==> src/rtl/rc4_decrypt_core.sv <==
// RC4 PRGA decryptor: XORs the keystream from an external S-RAM with MSG_LEN ROM bytes.
// 12 cycles per byte; decrypt_done rises 12*MSG_LEN+1 edges after start, no flow control.
module rc4_decrypt_core #(
    parameter int MSG_LEN = 32
) (
    input  logic       CLOCK_50,
    input  logic       reset,
    input  logic       start,
    output logic [7:0] s_address,
    output logic [7:0] s_data,
    output logic       s_wren,
    input  logic [7:0] s_q,
    output logic [4:0] rom_address,
    input  logic [7:0] rom_q,
    output logic [7:0] decrypted_data [0:31],
    output logic       decrypt_done,
    output logic       busy
);

    typedef enum logic [3:0] {
        IDLE,
        INIT,
        READ_SI,
        WAIT_SI,
        LATCH_SI,
        READ_SJ,
        WAIT_SJ,
        LATCH_SJ,
        WRITE_SI,
        WRITE_SJ,
        READ_F,
        WAIT_F,
        XOR,
        NEXT,
        DONE
    } state_t;

    localparam logic [4:0] LAST_K = 5'(MSG_LEN - 1);

    state_t     state;
    logic [7:0] i;
    logic [7:0] j;
    logic [4:0] k;
    logic [7:0] si;
    logic [7:0] sj;

    // Outputs are registered: each transition loads the values the next state presents.
    always_ff @(posedge CLOCK_50) begin
        if (reset) begin
            state        <= IDLE;
            i            <= '0;
            j            <= '0;
            k            <= '0;
            si           <= '0;
            sj           <= '0;
            s_address    <= '0;
            s_data       <= '0;
            s_wren       <= 1'b0;
            rom_address  <= '0;
            decrypt_done <= 1'b0;
            busy         <= 1'b0;
            for (int n = 0; n < 32; n++) decrypted_data[n] <= '0;
        end else begin
            case (state)
                IDLE, DONE: begin
                    if (start) begin
                        state        <= INIT;
                        busy         <= 1'b1;
                        decrypt_done <= 1'b0;
                        for (int n = 0; n < 32; n++) decrypted_data[n] <= '0;
                    end
                end
                INIT: begin
                    i         <= 8'd1;
                    j         <= 8'd0;
                    k         <= 5'd0;
                    s_address <= 8'd1;
                    state     <= READ_SI;
                    for (int n = 0; n < 32; n++) decrypted_data[n] <= '0;
                end
                READ_SI:  state <= WAIT_SI;
                WAIT_SI:  state <= LATCH_SI;
                LATCH_SI: begin
                    si        <= s_q;
                    j         <= j + s_q;
                    s_address <= j + s_q;
                    state     <= READ_SJ;
                end
                READ_SJ:  state <= WAIT_SJ;
                WAIT_SJ:  state <= LATCH_SJ;
                LATCH_SJ: begin
                    sj        <= s_q;
                    s_address <= i;
                    s_data    <= s_q;
                    s_wren    <= 1'b1;
                    state     <= WRITE_SI;
                end
                // When i == j both writes still happen and leave S unchanged.
                WRITE_SI: begin
                    s_address <= j;
                    s_data    <= si;
                    s_wren    <= 1'b1;
                    state     <= WRITE_SJ;
                end
                WRITE_SJ: begin
                    s_wren      <= 1'b0;
                    s_address   <= si + sj;
                    rom_address <= k;
                    state       <= READ_F;
                end
                READ_F: state <= WAIT_F;
                WAIT_F: state <= XOR;
                XOR: begin
                    decrypted_data[k] <= s_q ^ rom_q;
                    state             <= NEXT;
                end
                NEXT: begin
                    if (k == LAST_K) begin
                        busy         <= 1'b0;
                        decrypt_done <= 1'b1;
                        state        <= DONE;
                    end else begin
                        k         <= k + 5'd1;
                        i         <= i + 8'd1;
                        s_address <= i + 8'd1;
                        state     <= READ_SI;
                    end
                end
                default: state <= IDLE;
            endcase
        end
    end

endmodule

==> config.mk <==
export PLATFORM = sky130hd
export DESIGN_NAME = rc4_decrypt_core
export DESIGN_NICKNAME = d
export VERILOG_FILES = /design/src/rtl/rc4_decrypt_core.sv
export SDC_FILE = /design/constraint.sdc
export NUM_CORES = 1
export LEC_CHECK = 0
export BUFFER_PORTS_ARGS = -buffer_cell sky130_fd_sc_hd__buf_2
export CORE_MARGIN = 8
export CORE_UTILIZATION = 35
export DETAILED_ROUTE_END_ITERATION = 8
export GPL_TIMING_DRIVEN = 0
export PLACE_DENSITY = 0.56
export SLEW_MARGIN = 10
export SYNTH_ARGS = -nofsm -noshare
export SYNTH_HDL_FRONTEND = slang
export SYNTH_SLANG_ARGS = --single-unit
==> constraint.sdc <==
create_clock -name CLOCK_50 -period 3.5 [get_ports CLOCK_50]
set_clock_uncertainty 0.05 [all_clocks]
set_input_delay 1.05 -clock CLOCK_50 [delete_from_list [all_inputs] [get_ports CLOCK_50]]
set_output_delay 1.05 -clock CLOCK_50 [all_outputs]
set_load 0.02 [all_outputs]
==> results.md <==
Power and ir drop:
- Of the total power, the clock network draws 47.5%.
- The peak ir drop on the vdd network is 327 µV.
- Summed over all cells, the static leakage comes to 6.57 nW.
- The share of total power in combinational logic is 5.7%.
- For this design the ratio of total power to cell area is 502 mW/mm².
- The completed layout was analyzed and its total power is 0.00784 W.
- In this run switching power makes up 23.6% of total power.
- The part of the power in registers is 46.9%.
- The internal power contribution is 0.00600 W.
- Summed over all nets, the switching power comes to 0.00185 W.

Final layout:
- After filler insertion, the fill cell instance count of the layout stands at 3564.
- The multi-input combinational cells in the finished layout cover a total of 0.00552 mm².
- The summed area of non-filler cells in the final layout is 0.0156 mm².
- In the final design database the tool counted 1742 nets.
- Cells with a size suffix above 1 make up 26.1% of the layout.
- The layout overhead on the synthesized area is 25.9%.
- The end-of-flow core utilization is 44.3%.
- The sequential cells in the finished layout cover a total of 0.00643 mm².
- The number of diodes is 0.

Timing:
- Setup repair after global routing left no endpoint under its margin.
- Static timing analysis puts the maximum clock frequency at 331 MHz.
- The worst hold slack after final layout is 0.402 ns.
- The minimum clock period after layout is 3.02 ns.
- The worst path uses 86.2% of the clock period.
- Setup violations remaining at the end of the flow were counted as 0.
- The relative slew slack is 43.6%.
- For the pin with the worst max-slew slack, the measured transition is 0.843 ns.
- The final hold violation count is 0.
- The summed negative setup slack over all endpoints is 0 ns.
- The total count of max-transition violations in the final report is 0.

Synth:
- The sequential area share after synthesis is 51.8%.
- Counting every net in the synthesized netlist gives 1407.
- The distinct cell type count after synthesis is 60.
- The number of instances in the synthesized netlist is 1366.
- The Yosys step of the flow raised 0 warnings.
- The number of enable-type register cells in the synthesized netlist is 0.
- The fraction of registers with async set/reset is 0%.
- The cell area that synthesis handed to floorplanning was 0.0124 mm².
- The most used flip-flop cell after synthesis is sky130_fd_sc_hd__dfxtp_1.
- After synthesis, the mean cell area works out to 9.08 µm².
- Synthesis inferred 321 register bits.

Floorplanning:
- Once the floorplan was initialized, standard cells occupied 35.2% of the core.
- The floorplan step defined a core boundary enclosing 0.0352 mm².
- The number of ports placed on the die boundary is 299.
- The floorplan step set the die height to 204 µm.
- The width of the die is 204 µm.
- The floorplan has 69 rows.
- The die covers 0.0417 mm².

Run status:
- The flow ran to the end, and the final reports show no timing, DRC or antenna violations.

Setup path:
- The cell that appears most often on the critical path is sky130_fd_sc_hd__ha_1.
- The peak fanout along the critical path is 7.
- The capturing element type of the critical path is a flip-flop.
- Data on the critical path is required at its endpoint by 3.85 ns.
- The critical path goes through ha_1, and3_1, ha_1, clkbuf_1, nand2b_1, a21boi_0, o31ai_1, nor2_1, a22o_1.
- For this design, the slowest cell found on the critical path is sky130_fd_sc_hd__o31ai_1.
- In this design, the stage delay of the slowest critical-path cell is 0.70 ns.
- The critical path is of the flip-flop to flip-flop type.
- Data arrives at the worst endpoint at 3.37 ns.
- STA classifies the critical path startpoint as a flip-flop.

GRT:
- The first-pass GRT wire length is 69300 µm.
- Entering global routing, the biggest net connects 13 pins.
- For this run the aggregate overflow at the end of global routing stands at 0.
- The combined global-route utilization of all metal layers is 21.4%.
- The number of global-route vias before repair was 11.2k.
- The number of antenna violations at the first check in global routing is 2.

CTS:
- Buffers added to address setup during post-CTS repair amount to 0.
- At the later pin of the worst-skew pair, clock insertion delay measures 0.51 ns.
- The total number of clock tree sinks is 321.
- Hold repair after CTS inserted 0 buffers.
- The clock slew seen by the registers of the worst setup and hold paths is 0.06 ns.
- Buffers inserted during clock tree synthesis total 36.
- The maximum count of clock buffers along a single path is 3.
- CTS built an H-tree with a depth of 2.
- Gates resized during post-CTS repair numbered 0.
- The root buffer cell chosen for the clock tree is sky130_fd_sc_hd__clkbuf_16.
- TritonCTS built the clock tree.

Route:
- The number of design rule violations left after detail routing is 0.
- After detailed routing, the number of vias per cell comes to 5.37.
- The detailed-route via count is 11.7k.
- The detailed-router iteration count before antenna repair is 8.
- Dividing the detail-routed wire length by the instance count gives 21.5 µm.
- The detailed router finished its first iteration with 784 violations.
- The post-detailed-routing wire length is 47100 µm.
- The remaining antenna violation count after routing is 0.

Min path:
- The worst hold-check path type is flip-flop to flip-flop.

Placed design:
- The half-perimeter wire length after placement is 33800 µm.
- The instance area after placement is 0.0145 mm².
- The final weighted congestion in routability-driven placement is 0.870.
- In this run the tool buffered the top-level ports with 297 buffer cells.

Run:
- The max-cap violation count is 0.
-- per-layer routing --
layer / part of all wire, % / track usage (%) / routed length (µm) / vias to the layer above
met1: 45 / 28.5 / 21000 / 5635
met5: 0.047 / 0 / 22 / -
met4: 3.1 / 6.97 / 1480 / 4
li1: - / - / - / 5569
met2: 44 / 33.6 / 20900 / 440
met3: 7.8 / 5.04 / 3650 / 82
-- kinds of logic (layout without fill, tap and decap cells) --
| logic type | Yosys count | count (layout) | share of synthesized area, % |
|---|---|---|---|
| flip-flops | 321 | 321 | 51.8 |
| buffers and inverters | 101 | 460 | 3.74 |
| AO/OA/AOI/OAI | 419 | 419 | 24.0 |
| multiplexers | 1 | 1 | 0.0807 |
| adder cells (fa/ha/maj) | 22 | 22 | 2.34 |
| AND/OR/NAND/NOR | 482 | 482 | 16.7 |
| XOR/XNOR | 20 | 20 | 1.41 |
-- layout make-up --
| cell class | count | area share [%] |
|---|---|---|
| timing repair buffer | 297 | 9.52 |
| clock inverter | 12 | 0.929 |
| sequential | 321 | 41.1 |
| multi-input combinational | 944 | 35.3 |
| buffer | 95 | 2.83 |
| inverter | 6 | 0.144 |
| clock buffer | 50 | 6.43 |
| tap | 461 | 3.69 |
-- layout by cell type, fill, tap and decap left out, types with 12 or more instances in the layout --
| cell | synthesis | final |
|---|---|---|
| sky130_fd_sc_hd__buf_2 | 44 | 341 |
| sky130_fd_sc_hd__dfxtp_1 | 321 | 321 |
| sky130_fd_sc_hd__nor2_1 | 300 | 300 |
| sky130_fd_sc_hd__a22oi_1 | 263 | 263 |
| sky130_fd_sc_hd__nand2_1 | 97 | 97 |
| sky130_fd_sc_hd__clkbuf_1 | 45 | 55 |
| sky130_fd_sc_hd__a21oi_1 | 52 | 52 |
| sky130_fd_sc_hd__clkbuf_16 | 0 | 37 |
| sky130_fd_sc_hd__nor2_2 | 24 | 24 |
| sky130_fd_sc_hd__ha_1 | 20 | 20 |
| sky130_fd_sc_hd__o21ai_2 | 19 | 19 |
| sky130_fd_sc_hd__o21ai_0 | 17 | 17 |
| sky130_fd_sc_hd__o21ai_1 | 15 | 15 |
| sky130_fd_sc_hd__xnor2_1 | 12 | 12 |
-- metrics by stage --
| step | setup slack [ns] | cells |
|---|---|---|
| after global placement | 0.294 | 2124 |
| final | 0.483 | 2186 |
| after detailed placement | 0.244 | 2124 |
| after global routing | 0.282 | 2186 |
| after floorplan | 0.716 | 1366 |
| after CTS | 0.471 | 2186 |
-- synth_stat cells (3+ instances only) --
| library cell | n | share of area (%) |
|---|---|---|
| sky130_fd_sc_hd__a211oi_1 | 9 | 0.54 |
| sky130_fd_sc_hd__a21o_1 | 4 | 0.24 |
| sky130_fd_sc_hd__a21oi_1 | 52 | 2.1 |
| sky130_fd_sc_hd__a22o_1 | 4 | 0.28 |
| sky130_fd_sc_hd__a22oi_1 | 263 | 16 |
| sky130_fd_sc_hd__a31oi_1 | 9 | 0.45 |
| sky130_fd_sc_hd__and3_1 | 3 | 0.15 |
| sky130_fd_sc_hd__buf_2 | 44 | 1.8 |
| sky130_fd_sc_hd__buf_4 | 4 | 0.24 |
| sky130_fd_sc_hd__clkbuf_1 | 45 | 1.4 |
| sky130_fd_sc_hd__dfxtp_1 | 321 | 52 |
| sky130_fd_sc_hd__ha_1 | 20 | 2.0 |
| sky130_fd_sc_hd__inv_1 | 6 | 0.18 |
| sky130_fd_sc_hd__nand2_1 | 97 | 2.9 |
| sky130_fd_sc_hd__nand2b_1 | 11 | 0.55 |
| sky130_fd_sc_hd__nand3_1 | 11 | 0.44 |
| sky130_fd_sc_hd__nand3b_1 | 5 | 0.30 |
| sky130_fd_sc_hd__nand4_1 | 3 | 0.15 |
| sky130_fd_sc_hd__nor2_1 | 300 | 9.1 |
| sky130_fd_sc_hd__nor2_2 | 24 | 1.2 |
| sky130_fd_sc_hd__nor3_1 | 8 | 0.32 |
| sky130_fd_sc_hd__o211ai_1 | 4 | 0.24 |
| sky130_fd_sc_hd__o21ai_0 | 17 | 0.69 |
| sky130_fd_sc_hd__o21ai_1 | 15 | 0.61 |
| sky130_fd_sc_hd__o21ai_2 | 19 | 1.3 |
| sky130_fd_sc_hd__o311ai_0 | 3 | 0.21 |
| sky130_fd_sc_hd__xnor2_1 | 12 | 0.85 |
| sky130_fd_sc_hd__xor2_1 | 8 | 0.56 |
-- registers in the layout, summed over array words and instances (netlist names) --
register	flops
rom_address	5
k	5
decrypt_done	1
i	8
sj	8
busy	1
s_data	8
state	4
s_wren	1
j	8
decrypted_data	256
si	8
s_address	8
-- worst max-delay path: cells and delay by family, from the launching register on --
family / cells / cell delay [ns]
fa+ha+maj: 2 / 0.40
compound gates: 3 / 1.05
buf+inv: 1 / 0.35
simple gates: 3 / 0.57
flops: 1 / 0.49
-- path summary, 6_finish.rpt --
| path | start | to | slack [ns] | cells after the start |
|---|---|---|---|---|
| worst max-delay path | k[0] | s_address[3] | 0.48 | 9 |
| worst min-delay path | s_wren | s_wren | 0.40 | 2 |
| worst max register to register | k[0] | s_address[3] | 0.48 | 9 |
| worst min register to register | s_wren | s_wren | 0.40 | 2 |
-- power groups by stage --
stage	logic (W)	clock network (W)	registers, W
6_report	0.000443	0.00372	0.00367
5_1_grt	0.000483	0.00395	0.00367
4_1_cts	0.000442	0.00380	0.00367
3_5_place_dp	0.000440	0	0.00375
3_3_place_gp	0.000440	0	0.00375
2_1_floorplan	0.000286	0	0.00376
Note: power is estimated with default switching activity, not from simulation.
